$ cat src/rtl/prio_issue_buffer_pkg.sv
// Shared types and one-hot helpers for prio_issue_buffer.
// Optional same-cycle bypass is enabled by defining PRIO_ISSUE_BUFFER_BYPASS_EN.
package prio_issue_buffer_pkg;

    localparam int NumEntries = 8;
    localparam int MaxEntries = 64;
    localparam int MaxIdxW    = $clog2(MaxEntries);

    typedef logic [$clog2(NumEntries)-1:0] slot_idx_t;

    // Vectors are zero-extended to MaxEntries so one helper serves any Entries.
    function automatic logic [MaxEntries-1:0] lowest_one_oh(input logic [MaxEntries-1:0] vec);
        return vec & ~(vec - MaxEntries'(1));
    endfunction

    function automatic logic [MaxIdxW-1:0] oh2bin(input logic [MaxEntries-1:0] oh);
        logic [MaxIdxW-1:0] idx;
        idx = '0;
        for (int i = 0; i < MaxEntries; i++) begin
            if (oh[i]) idx = idx | MaxIdxW'(i);
        end
        return idx;
    endfunction

endpackage

$ cat src/rtl/prio_issue_buffer_pmux.sv
// PriorityMux: returns the data word of the lowest-index asserted select bit.
module prio_issue_buffer_pmux #(
    parameter int N = 8,
    parameter int W = 8
) (
    input  logic [N-1:0]        sel_i,
    input  logic [N-1:0][W-1:0] data_i,
    output logic [W-1:0]        data_o
);

    always_comb begin
        data_o = '0;
        for (int i = N - 1; i >= 0; i--) begin
            if (sel_i[i]) data_o = data_i[i];
        end
    end

endmodule

$ cat src/rtl/prio_issue_buffer.sv
// Slot buffer: enqueue into lowest free slot, dequeue lowest valid slot via PriorityMux.
// Define PRIO_ISSUE_BUFFER_BYPASS_EN for an empty-buffer enq-to-deq pass-through.
module prio_issue_buffer
    import prio_issue_buffer_pkg::*;
#(
    parameter int Entries   = 8,
    parameter int DataWidth = 8,
    parameter int CntWidth  = $clog2(Entries + 1)
) (
    input  logic                        clk,
    input  logic                        rst,
    input  logic                        flush_i,
    input  logic                        enq_valid_i,
    output logic                        enq_ready_o,
    input  logic [DataWidth-1:0]        enq_data_i,
    output logic                        deq_valid_o,
    input  logic                        deq_ready_i,
    output logic [DataWidth-1:0]        deq_data_o,
    output logic [$clog2(Entries)-1:0]  deq_idx_o,
    output logic [Entries-1:0]          valid_mask_o,
    output logic [CntWidth-1:0]         count_o,
    output logic                        full_o,
    output logic                        empty_o
);

    localparam int IdxW = $clog2(Entries);

    if (Entries < 2 || Entries >= MaxEntries) begin : g_bad_entries
        $error("prio_issue_buffer: Entries out of range");
    end

    logic [Entries-1:0]                valid_q, valid_d;
    logic [Entries-1:0][DataWidth-1:0] data_q;
    logic [CntWidth-1:0]               count_q, count_d;

    logic [MaxEntries-1:0] sel_ext, alloc_ext;
    logic [MaxIdxW-1:0]    sel_bin_ext;
    logic [Entries-1:0]    sel_oh, alloc_oh;
    logic [DataWidth-1:0]  mux_data;
    logic                  any_valid, enq_fire, deq_fire;

    assign sel_ext     = lowest_one_oh(MaxEntries'(valid_q));
    assign alloc_ext   = lowest_one_oh(MaxEntries'(~valid_q));
    assign sel_oh      = sel_ext[Entries-1:0];
    assign alloc_oh    = alloc_ext[Entries-1:0];
    assign sel_bin_ext = oh2bin(sel_ext);
    assign any_valid   = |valid_q;

    logic unused_hi;
    assign unused_hi = ^{sel_ext[MaxEntries-1:Entries], alloc_ext[MaxEntries-1:Entries],
                         sel_bin_ext[MaxIdxW-1:IdxW]};

    prio_issue_buffer_pmux #(.N(Entries), .W(DataWidth)) u_pmux (
        .sel_i  (valid_q),
        .data_i (data_q),
        .data_o (mux_data)
    );

    assign full_o       = (count_q == CntWidth'(Entries));
    assign empty_o      = (count_q == '0);
    assign enq_ready_o  = ~full_o;
    assign count_o      = count_q;
    assign valid_mask_o = valid_q;

    // Slot dequeue only ever targets a stored entry; a bypassed payload never occupies one.
    assign deq_fire = any_valid & deq_ready_i & ~flush_i;

`ifdef PRIO_ISSUE_BUFFER_BYPASS_EN
    logic bypass;
    assign bypass      = ~any_valid & enq_valid_i & ~flush_i;
    assign deq_valid_o = any_valid | bypass;
    assign deq_data_o  = bypass ? enq_data_i : mux_data;
    assign deq_idx_o   = bypass ? '0 : sel_bin_ext[IdxW-1:0];
    assign enq_fire    = enq_valid_i & enq_ready_o & ~flush_i & ~(bypass & deq_ready_i);
`else
    assign deq_valid_o = any_valid;
    assign deq_data_o  = mux_data;
    assign deq_idx_o   = sel_bin_ext[IdxW-1:0];
    assign enq_fire    = enq_valid_i & enq_ready_o & ~flush_i;
`endif

    always_comb begin
        valid_d = valid_q;
        count_d = count_q;
        if (flush_i) begin
            valid_d = '0;
            count_d = '0;
        end else begin
            if (enq_fire) valid_d = valid_d | alloc_oh;
            if (deq_fire) valid_d = valid_d & ~sel_oh;
            if (enq_fire && !deq_fire)      count_d = count_q + CntWidth'(1);
            else if (!enq_fire && deq_fire) count_d = count_q - CntWidth'(1);
        end
    end

    always_ff @(posedge clk) begin
        if (rst) begin
            valid_q <= '0;
            count_q <= '0;
        end else begin
            valid_q <= valid_d;
            count_q <= count_d;
        end
    end

    // Payload storage carries no reset; only the valid vector qualifies it.
    always_ff @(posedge clk) begin
        for (int i = 0; i < Entries; i++) begin
            if (enq_fire && alloc_oh[i]) data_q[i] <= enq_data_i;
        end
    end

endmodule

$ cat config.mk
export PLATFORM = sky130hd
export DESIGN_NAME = prio_issue_buffer
export DESIGN_NICKNAME = d
export VERILOG_FILES = /design/src/rtl/prio_issue_buffer_pkg.sv /design/src/rtl/prio_issue_buffer_pmux.sv /design/src/rtl/prio_issue_buffer.sv
export SDC_FILE = /design/constraint.sdc
export NUM_CORES = 1
export LEC_CHECK = 0
export ABC_AREA = 1
export CAP_MARGIN = 20
export CORE_MARGIN = 3
export CORE_UTILIZATION = 55
export CTS_CLUSTER_SIZE = 12
export DETAILED_ROUTE_END_ITERATION = 6
export PLACE_DENSITY = 0.75
export SYNTH_ARGS = -nofsm -noshare
export SYNTH_HDL_FRONTEND = slang
export SYNTH_HIERARCHICAL = 1
export SYNTH_SLANG_ARGS = --single-unit
$ cat constraint.sdc
create_clock -name clk -period 2.33 [get_ports clk]
set_input_delay 0.466 -clock clk [delete_from_list [all_inputs] [get_ports clk]]
set_output_delay 0.466 -clock clk [all_outputs]
set_load 0.03 [all_outputs]
# ---- After elaboration in Yosys (flattened, before gate mapping)
# Cells that the tools add are included.
dict set report op_classes {
  add_sub_neg 4
  mul 0
  div 0
  order_cmp 0
  n_eq_ne 1
  shift 0
  muxes 78
  bitwise_logic 14
  n_reduce_logical 16
}
# operator count
set op_table {}
lappend op_table {{$mux W6} 16}
lappend op_table {{$mux W8} 12}
lappend op_table {{$mux W5} 16}
lappend op_table {{$and A8 B64 Y64} 1}
lappend op_table {{$not A64 Y64} 1}
lappend op_table {{$mux W4} 13}
lappend op_table {{$mux W3} 12}
lappend op_table {{$not A8 Y8} 3}
lappend op_table {{$and A8 B8 Y8} 2}
lappend op_table {{$mux W2} 6}
lappend op_table {{$logic_and A1 B1 Y1} 10}
lappend op_table {{$sub A8 B1 Y9 const B} 1}
lappend op_table {{$or A8 B8 Y8} 1}
lappend op_table {{$reduce_or A8 Y1} 1}
lappend op_table {{$sub A8 B1 Y8 const B} 1}
lappend op_table {{$add A4 B1 Y4 const B} 1}
lappend op_table {{$and A1 B1 Y1} 4}
lappend op_table {{$eq A4 B4 Y1 const B} 1}
lappend op_table {{$logic_not A4 Y1} 1}
lappend op_table {{$sub A4 B1 Y4 const B} 1}
lappend op_table {{$mux W1} 3}
lappend op_table {{$reduce_bool A3 Y1} 1}
lappend op_table {{$logic_not A1 Y1} 2}
lappend op_table {{$not A1 Y1} 2}
lappend op_table {{$reduce_or A2 Y1} 1}
dict set report totals {
  register_bits 76
  latch_bits 0
  mem_bits_rw 0
  mem_bits_ro 0
  in_bits 13
  out_inout_bits 27
  elab_cells 123
  n_memories 0
}

# ---- Logic depth before layout (Yosys ltp)
# Gate-level depths: netlist (run 1).
dict set report depth {
  depth_word 64
  ltp_mapped 16
  ltp_nobuf 16
}

# ---- Modules after synthesis
# Netlist (run 1), hierarchy kept.
# module instances cells_each area_each_um2 seq_area_each_um2
set modules_own_cells {}
lappend modules_own_cells {prio_issue_buffer 1 191 2777.7 2162.1}
lappend modules_own_cells {prio_issue_buffer_pmux 1 159 738.2 0.0}

# ---- Worst setup path before layout (run 1)
# No wires, ideal clock.
dict set report synth_timing {
  path_type {register -> register}
  from {register count_q[1], in the netlist count_o[1]}
  to {register data_q[56] (netlist name), enable pin}
  setup_time_ns 0.380
  arrival_time_ns 2.045
  t_required_ns 1.950
  slack_ns -0.094
  stages_incl_launch_ff 9
  path_buffers 0
  period_less_slack_ns 2.424
  path_cell_list {dfxtp_1 -> nor2_1 -> nand2_1 -> nand2_1 -> nor2_1 -> nand2_1 -> nor2_2 -> inv_1 -> nor4_2}
}
dict set report synth_between {
  elab_chain_cells 5
}
# item line_no
set synth_lines {}
lappend synth_lines {{start: declaration} prio_issue_buffer.sv:34} ;# logic [CntWidth-1:0] count_q, count_d;
lappend synth_lines {{start signal: assignment} prio_issue_buffer.sv:102} ;# count_q <= count_d;
lappend synth_lines {{$eq A4 B4 Y1} prio_issue_buffer.sv:59} ;# assign full_o = (count_q == CntWidth'(Entries));
lappend synth_lines {{$not A1 Y1} prio_issue_buffer.sv:61} ;# assign enq_ready_o = ~full_o;
lappend synth_lines {{via enq_ready_o} prio_issue_buffer.sv:14} ;# output logic enq_ready_o,
lappend synth_lines {{$and A1 B1 Y1 (2 in a row)} prio_issue_buffer.sv:79} ;# assign enq_fire = enq_valid_i & enq_ready_o & ~flush_i;
lappend synth_lines {{$logic_and A1 B1 Y1} prio_issue_buffer.sv:109} ;# if (enq_fire && alloc_oh[i]) data_q[i] <= enq_data_i;
lappend synth_lines {{end signal: indexed assignment} prio_issue_buffer.sv:109}
lappend synth_lines {{end: declaration} prio_issue_buffer.sv:33} ;# logic [Entries-1:0][DataWidth-1:0] data_q;
# The timed path passes the listed nets, and every way through them passes these cells.
# A chain may end at the register's enable or synchronous reset.

# ---- Final worst setup path (run 1)
dict set report layout_timing {
  from {register valid_q[3], in the netlist valid_mask_o[3]}
  to {output deq_idx_o[1]}
}
dict set report layout_between {
  elab_chain_cells 60
}
# item line_no
set layout_lines {}
lappend layout_lines {{start: declaration} prio_issue_buffer.sv:32} ;# logic [Entries-1:0] valid_q, valid_d;
lappend layout_lines {{start signal: assignment} prio_issue_buffer.sv:101} ;# valid_q <= valid_d;
lappend layout_lines {{$sub A8 B1 Y9} prio_issue_buffer_pkg.sv:13} ;# return vec & ~(vec - MaxEntries'(1));
lappend layout_lines {{$not A64 Y64} prio_issue_buffer_pkg.sv:13}
lappend layout_lines {{$and A8 B64 Y64 (*)} prio_issue_buffer_pkg.sv:13}
lappend layout_lines {{$mux W2} prio_issue_buffer_pkg.sv:20} ;# if (oh[i]) idx = idx | MaxIdxW'(i);
lappend layout_lines {{$mux W3 (4 in a row)} prio_issue_buffer_pkg.sv:20}
lappend layout_lines {{$mux W4 (8 in a row)} prio_issue_buffer_pkg.sv:20}
lappend layout_lines {{$mux W5 (16 in a row)} prio_issue_buffer_pkg.sv:20}
lappend layout_lines {{$mux W6 (16 in a row)} prio_issue_buffer_pkg.sv:20}
lappend layout_lines {{$mux W2 (2 in a row)} prio_issue_buffer_pkg.sv:20}
lappend layout_lines {{$mux W3 (4 in a row)} prio_issue_buffer_pkg.sv:20}
lappend layout_lines {{$mux W2 (2 in a row)} prio_issue_buffer_pkg.sv:20}
lappend layout_lines {{$mux W3 (3 in a row)} prio_issue_buffer_pkg.sv:20}
lappend layout_lines {{$mux W3 (*)} prio_issue_buffer_pkg.sv:20}
lappend layout_lines {{end: declaration} prio_issue_buffer.sv:19} ;# output logic [$clog2(Entries)-1:0] deq_idx_o,
# Every way passes the cells marked *; elsewhere a longest branch is shown, timed or not.

==> run_results.csv, run 1 <==
group,metric,value,unit
run_status,outcome,"complete, no violations",
power,clkPwrFrac,33.6,%
hold_path,worstHoldPathCells,2,
power,combPwrFrac,7.5,%
placement,dpl.hpwl,4780,microns
placement,globalplace.congestion,0.866,
setup_path,crit_chain,"nor2_4 -> nand2_2 -> inv_1 -> nand4_1 -> o211ai_1 -> dlygate4sd2_1",
synthesis,synth_xor_area_share,0.249,%
setup_path,worst-setup-path-type,"reg -> out",
hold_path,holdPathEnd,"count_o[3]",
global_routing,antenna_found_initial,0,
synthesis,yosysWarnings,6,
clocking,clock_sinks,76,
setup_path,end_kind,"output pin",
timing,fin_hold_ws,559,ps
synthesis,synth_top_area_cell,"edfxtp_1",
timing,finalSetupTns,0,ps
synthesis,netlist_area,0.00352,sq mm
clocking,tritoncts,"built",
power,p_sw,562,uW
clocking,cts_setup_buffers,0,
hold_path,hp-start,"count_o[3]",
global_routing,grt_usage,19.8,%
placement,port_buffers,39,
global_routing,grt-ovfl-total,0,
setup_path,ff2ff_path_depth,8,
timing,finalSetupViolCount,0,
setup_path,r2r-end,"data_q[58]",
die,core,0.00606,sq mm
setup_path,cp_num_buf_inv,2,
timing,rsz0062_at_grt,"false",
hold_path,hp-class,"reg -> reg",
finish,finalNetCount,425,
finish,layout.cells.non_filler,489,
synthesis,synth_seq_cells,76,
drt,wirelength,6600,microns
die,ios,40,
clocking,ctsLongestPathBuffers,2,
finish,areaGrowthSynthToFinish,20.4,%
power,powerDensity,600,mW/mm^2
clocking,cts_resized,3,
power,power_frac_seq,58.9,%
die,die-area,0.00739,sq mm
die,start_util,58.0,%
timing,relSlewSlack,65.5,%
clocking,cts-root-buf,"clkbuf_8",
clocking,clk_pin_slew,70,ps
drt,drc,0,
timing,fmax,0.452,GHz
synthesis,netlist_top_cells_area,"edfxtp_1 (55%), nand2_1 (8.9%), a21oi_1 (7.3%)",
finish,final_cell_mix,"nand2_1 (83), edfxtp_1 (64), a21oi_1 (51), inv_1 (47), buf_4 (33)",
timing,fin_crit_sh,94.9,%
setup_path,startpoint_type,"flip-flop",
drt,viasPerCell,5.24,
setup_path,critPathTopFamily,"buffers and inverters",
synthesis,synthAdderAreaFrac,1.28,%
synthesis,synth_seq_area_share,61.5,%
timing,finalHoldViolCount,0,
run,cap_violations,0,
setup_path,rrSetupSlack,280,ps
synthesis,synth_top_family_by_area,"simple AND/OR/NAND/NOR gates",
clocking,cts_max_level,3,
synthesis,synth_simple_gate_area_share,17.8,%
global_routing,grt_max_degree,23,
setup_path,crit_path_top_delay_cell,"dlygate4sd2_1",
finish,final_layout_size_suffix_gt1_share,15.7,%
drt,drt_iter0_drc,134,
finish,mostFrequentLayoutCell,"nand2_1",
synthesis,synthMuxAreaShare,0,%
clocking,holdBufCountCts,0,
synthesis,synth_top_cell_area_share,54.7,%
die,num_rows,28,
global_routing,grt_pass1_vias,2548,
timing,fin_crit,2210,ps
timing,slew_viol_final,0,
global_routing,grt_pass1_wl,11300,microns
setup_path,r2r_start,"valid_mask_o[0]",
die,die_h,86.0,microns
drt,antenna_left,0,
power,vdd_ir_drop_max,0.000312,V
clocking,clkLatencyLatePin,340,ps
clocking,cts-buffers-inserted,9,
drt,num_vias,2563,
timing,max_slew.worst_pin.slew,515,ps
power,p_sw_share,22.2,%
synthesis,synth_compound_area_share,10.5,%
setup_path,critPathArrivalTime,1740,ps
power,p_leak,0.00179,uW
placement,dp_cells,473,
synthesis,synth_nets,366,
synthesis,netlist_instances,350,
power,internal_power,1980,uW
drt,first_pass_iters,7,
drt,post_drt_wl_per_cell,13.5,microns
synthesis,avgSynthCellArea,10.0,sq um
setup_path,critPathMaxStageDelay,430,ps
die,die_x,86.0,microns
setup_path,cp_data_required_time,1860,ps
timing,finClkSkew,10.3,ps
setup_path,critPathMaxFanout,4,
finish,num_antenna_cells,0,
synthesis,synth.distinct_cells,35,
## logic make-up after synthesis
kind of cell / Yosys count
simple gates: 141
flops: 76
compound gates: 66
buf+inv: 63
fa+ha+maj: 3
xor+xnor: 1
## cell usage after synthesis, drive strengths merged
| cell type | n |
|---|---|
| xnor2 | 1 |
| nor2 | 33 |
| nand4 | 2 |
| fa | 1 |
| dfxtp | 12 |
| a31oi | 1 |
| o211ai | 2 |
| a221oi | 2 |
| clkbuf | 6 |
| nand3 | 14 |
| ha | 2 |
| nand2 | 87 |
| a21oi | 53 |
| inv | 48 |
| nor4 | 3 |
| a211oi | 2 |
| edfxtp | 64 |
| o21ai | 6 |
| nor3 | 2 |
| buf | 9 |
## power groups by stage
stage          Clock [uW]  Sequential (uW)  Combinational (uW)
2_1_floorplan           0             1530                93.4
3_3_place_gp            0             1530                 187
3_5_place_dp            0             1530                 192
4_1_cts               872             1500                 193
5_1_grt               931             1500                 210
6_report              853             1500                 190
## worst reg2reg max path, delay by kind of cell, from the launching register on
kind          cells  cell delay, ps
buf+inv           3             610
flops             1             490
simple gates      5             670
## through the flow
step,total power [uW],util (%),area (sq um),setup slack (ps)
global placement,1710,66.6,4030,17.8
floorplan,1630,-,3520,19.0
finish,2540,69.9,4230,119
detailed placement,1720,66.6,4030,-74.6
CTS,2560,69.4,4210,50.4
global route,2640,69.9,4230,5.72
## metal layers
layer  global-route usage [%]  vias to the layer above  wire (microns)
li1                         -                     1288               -
met2                     32.7                       75            3300
met3                     5.00                       14             337
met1                     24.2                     1186            2810
met4                     9.64                        0             158
met5                        0                        -               0
## state kept, by name, indices dropped and copies added, names as in the netlist
| register | cells |
|---|---|
| valid_mask_o | 8 |
| count_o | 4 |
| data_q | 64 |
## area by class of cell
cell class / instances / area, sq um
flip-flops and latches: 76 / 2160
clock buffers: 12 / 145
fillers: 469 / 1830
clock inverters: 4 / 25.0
inverters: 48 / 180
repair buffers: 63 / 557
multi-input cells: 211 / 1070
well taps: 75 / 93.8
## worst max-delay path by stage
stage / cells after the start / to / slack, ps / start
after detailed placement: 17 / count_o[3] / -70 / flush_i
after floorplan: 8 / data_q[40] / 20 / count_o[1]
final: 6 / deq_idx_o[1] / 120 / valid_mask_o[3]
after global placement: 17 / count_o[3] / 20 / flush_i
after CTS: 6 / deq_idx_o[0] / 50 / valid_mask_o[5]
after global routing: 6 / deq_idx_o[1] / 6 / valid_mask_o[3]
No activity file was read; power rests on OpenSTA's default activity.
==> run 2: changes to the inputs <==
--- a/config.mk
+++ b/config.mk
@@ -8,10 +8,10 @@
 export ABC_AREA = 1
 export CAP_MARGIN = 20
 export CORE_MARGIN = 3
-export CORE_UTILIZATION = 55
+export CORE_UTILIZATION = 56
 export CTS_CLUSTER_SIZE = 12
 export DETAILED_ROUTE_END_ITERATION = 6
-export PLACE_DENSITY = 0.75
+export PLACE_DENSITY = 0.77
 export SYNTH_ARGS = -nofsm -noshare
 export SYNTH_HDL_FRONTEND = slang
 export SYNTH_HIERARCHICAL = 1
==> run 2 against run 1 <==
Sequential power is essentially flat. Non-clock buffer count unchanged. Die area decreased by 1.7%. Worst setup slack improved by 14 ps. Via count decreased by 0.78%. Final cell count unchanged. Flip-flop and latch count is the same. Wire length increased by 0.11%. Largest cell class unchanged.
==> run_results.csv, run 2 (synthesis gave the netlist of run 1 again) <==
group,metric,value,unit
timing,fin_crit_sh,94.3,%
timing,finalHoldViolCount,0,
drt,wirelength,6610,microns
setup_path,crit_path_top_delay_cell,"dfxtp_1",
power,p_total,2530,uW
finish,layout.cells.non_filler,489,
setup_path,crit_chain,"buf_6 -> inv_1 -> nor4_4 -> nor2_1 -> o211ai_1 -> buf_4",
timing,slew_viol_final,0,
finish,num_antenna_cells,0,
setup_path,startpoint_type,"flip-flop",
timing,max_slew.worst_pin.slew,334,ps
finish,finalNetCount,425,
drt,num_vias,2543,
drt,drc,0,
die,die_x,85.2,microns
finish,largest_reg_flops,64,
drt,dr_wl_met3,299,microns
placement,dpl.hpwl,4710,microns
placement,globalplace.congestion,0.852,
timing,relSlewSlack,77.7,%
setup_path,end_kind,"output pin",
setup_path,worst-setup-path-type,"reg -> out",
drt,post_drt_wl_per_cell,13.5,microns
power,powerDensity,599,mW/mm^2
run,cap_violations,0,
timing,rsz0062_at_grt,"false",
die,num_rows,28,
timing,fin_crit,2200,ps
run_status,outcome,"complete, no violations",
power,p_leak,0.00177,uW
drt,wl_met1,2770,microns
global_routing,antenna_found_initial,0,
setup_path,critPathMaxStageDelay,350,ps
finish,areaGrowthSynthToFinish,20.3,%
finish,final_cell_mix,"nand2_1 (83), edfxtp_1 (64), a21oi_1 (51), inv_1 (47), buf_4 (33)",
die,die_h,85.2,microns
global_routing,grt_pass1_wl,11000,microns
placement,dp_cells,473,
clocking,clkLatencyLatePin,340,ps
drt,routed.top_layer,"met4",
clocking,tritoncts,"built",
setup_path,critPathArrivalTime,1730,ps
clocking,clock_sinks,76,
global_routing,grt_pass1_vias,2539,
die,die-area,0.00727,sq mm
global_routing,grt_max_degree,23,
finish,final_layout_size_suffix_gt1_share,15.7,%
setup_path,critPathMaxFanout,22,
timing,fmax,0.455,GHz
placement,port_buffers,39,
drt,antenna_left,0,
clocking,cts-root-buf,"clkbuf_8",
setup_path,cp_num_buf_inv,3,
clocking,cts-buffers-inserted,9,
die,ios,40,
timing,finClkSkew,8.47,ps
drt,drt_iter0_drc,130,
die,core,0.00599,sq mm
drt,dr_wl_met2,3380,microns
hold_path,hp-class,"reg -> reg",
finish,fillers,445,
die,start_util,58.7,%
drt,first_pass_iters,5,
clocking,ctsLongestPathBuffers,2,
drt,viasPerCell,5.20,
setup_path,cp_data_required_time,1860,ps
setup_path,critPathTopFamily,"buffers and inverters",
finish,mostFrequentLayoutCell,"nand2_1",
power,vdd_ir_drop_max,0.000365,V
global_routing,grt-ovfl-total,0,
clocking,clk_pin_slew,70,ps
global_routing,grt_usage,19.3,%
timing,finalSetupViolCount,0,
finish,top_register,"data_q",
clocking,holdBufCountCts,0,
clocking,cts_max_level,3,
run 2: cell count changes in the layout (fill, tap and decap cells not counted), sizes merged:
cell           change
dlymetal6s2s       -1
dlygate4sd2        -2
clkdlybuf4s50      +2
clkdlybuf4s15      +1
run 2: area by class of cell:
class,instances,area [sq um],area share (%)
clock buffer,12,145,3.43
tap,75,93.8,2.22
timing repair buffer,63,553,13.1
clock inverter,4,25.0,0.592
sequential,76,2160,51.1
inverter,48,180,4.26
multi-input combinational,211,1070,25.3
run 2: stage by stage:
stage	hold slack, ps	worst slack, ps	area (sq um)	TNS [ps]	util, %
after floorplan	565	19.0	3520	0	-
after global placement	537	22.0	4030	0	67.3
after detailed placement	552	-59.6	4030	-59.6	67.3
after CTS	567	10.3	4210	0	70.3
after global routing	599	3.49	4230	0	70.6
final	561	133	4230	0	70.6
run 2: metal layers:
metal,global-route usage (%),vias to the layer above
met5,0,-
met4,8.92,0
met3,3.98,14
met2,33.8,73
met1,22.9,1166
li1,-,1290
run 2: worst paths after layout:
path | endpoint | startpoint | slack (ps) | depth (start not counted)
worst min register to register | count_o[3] | count_o[3] | 560 | 2
worst min-delay path | count_o[3] | count_o[3] | 560 | 2
worst max register to register | count_o[3] | count_o[1] | 350 | 14
worst max-delay path | deq_idx_o[0] | valid_mask_o[5] | 130 | 6
run 2: timing repair:
item	CTS	global route
buffers inserted	0	0
resized for setup	2	6
endpoints found under the setup margin	2	10
run 2: power breakdown:
part,internal (uW),switching [uW]
clock,412,436
combinational,80.5,109
sequential,1490,11.1
total,1980,556
run 2: tightest hold or removal path, stage by stage, from the launching register on:
cell and delay [ps]:
dfxtp_1 360, nor2_1 120, nor2_1 50
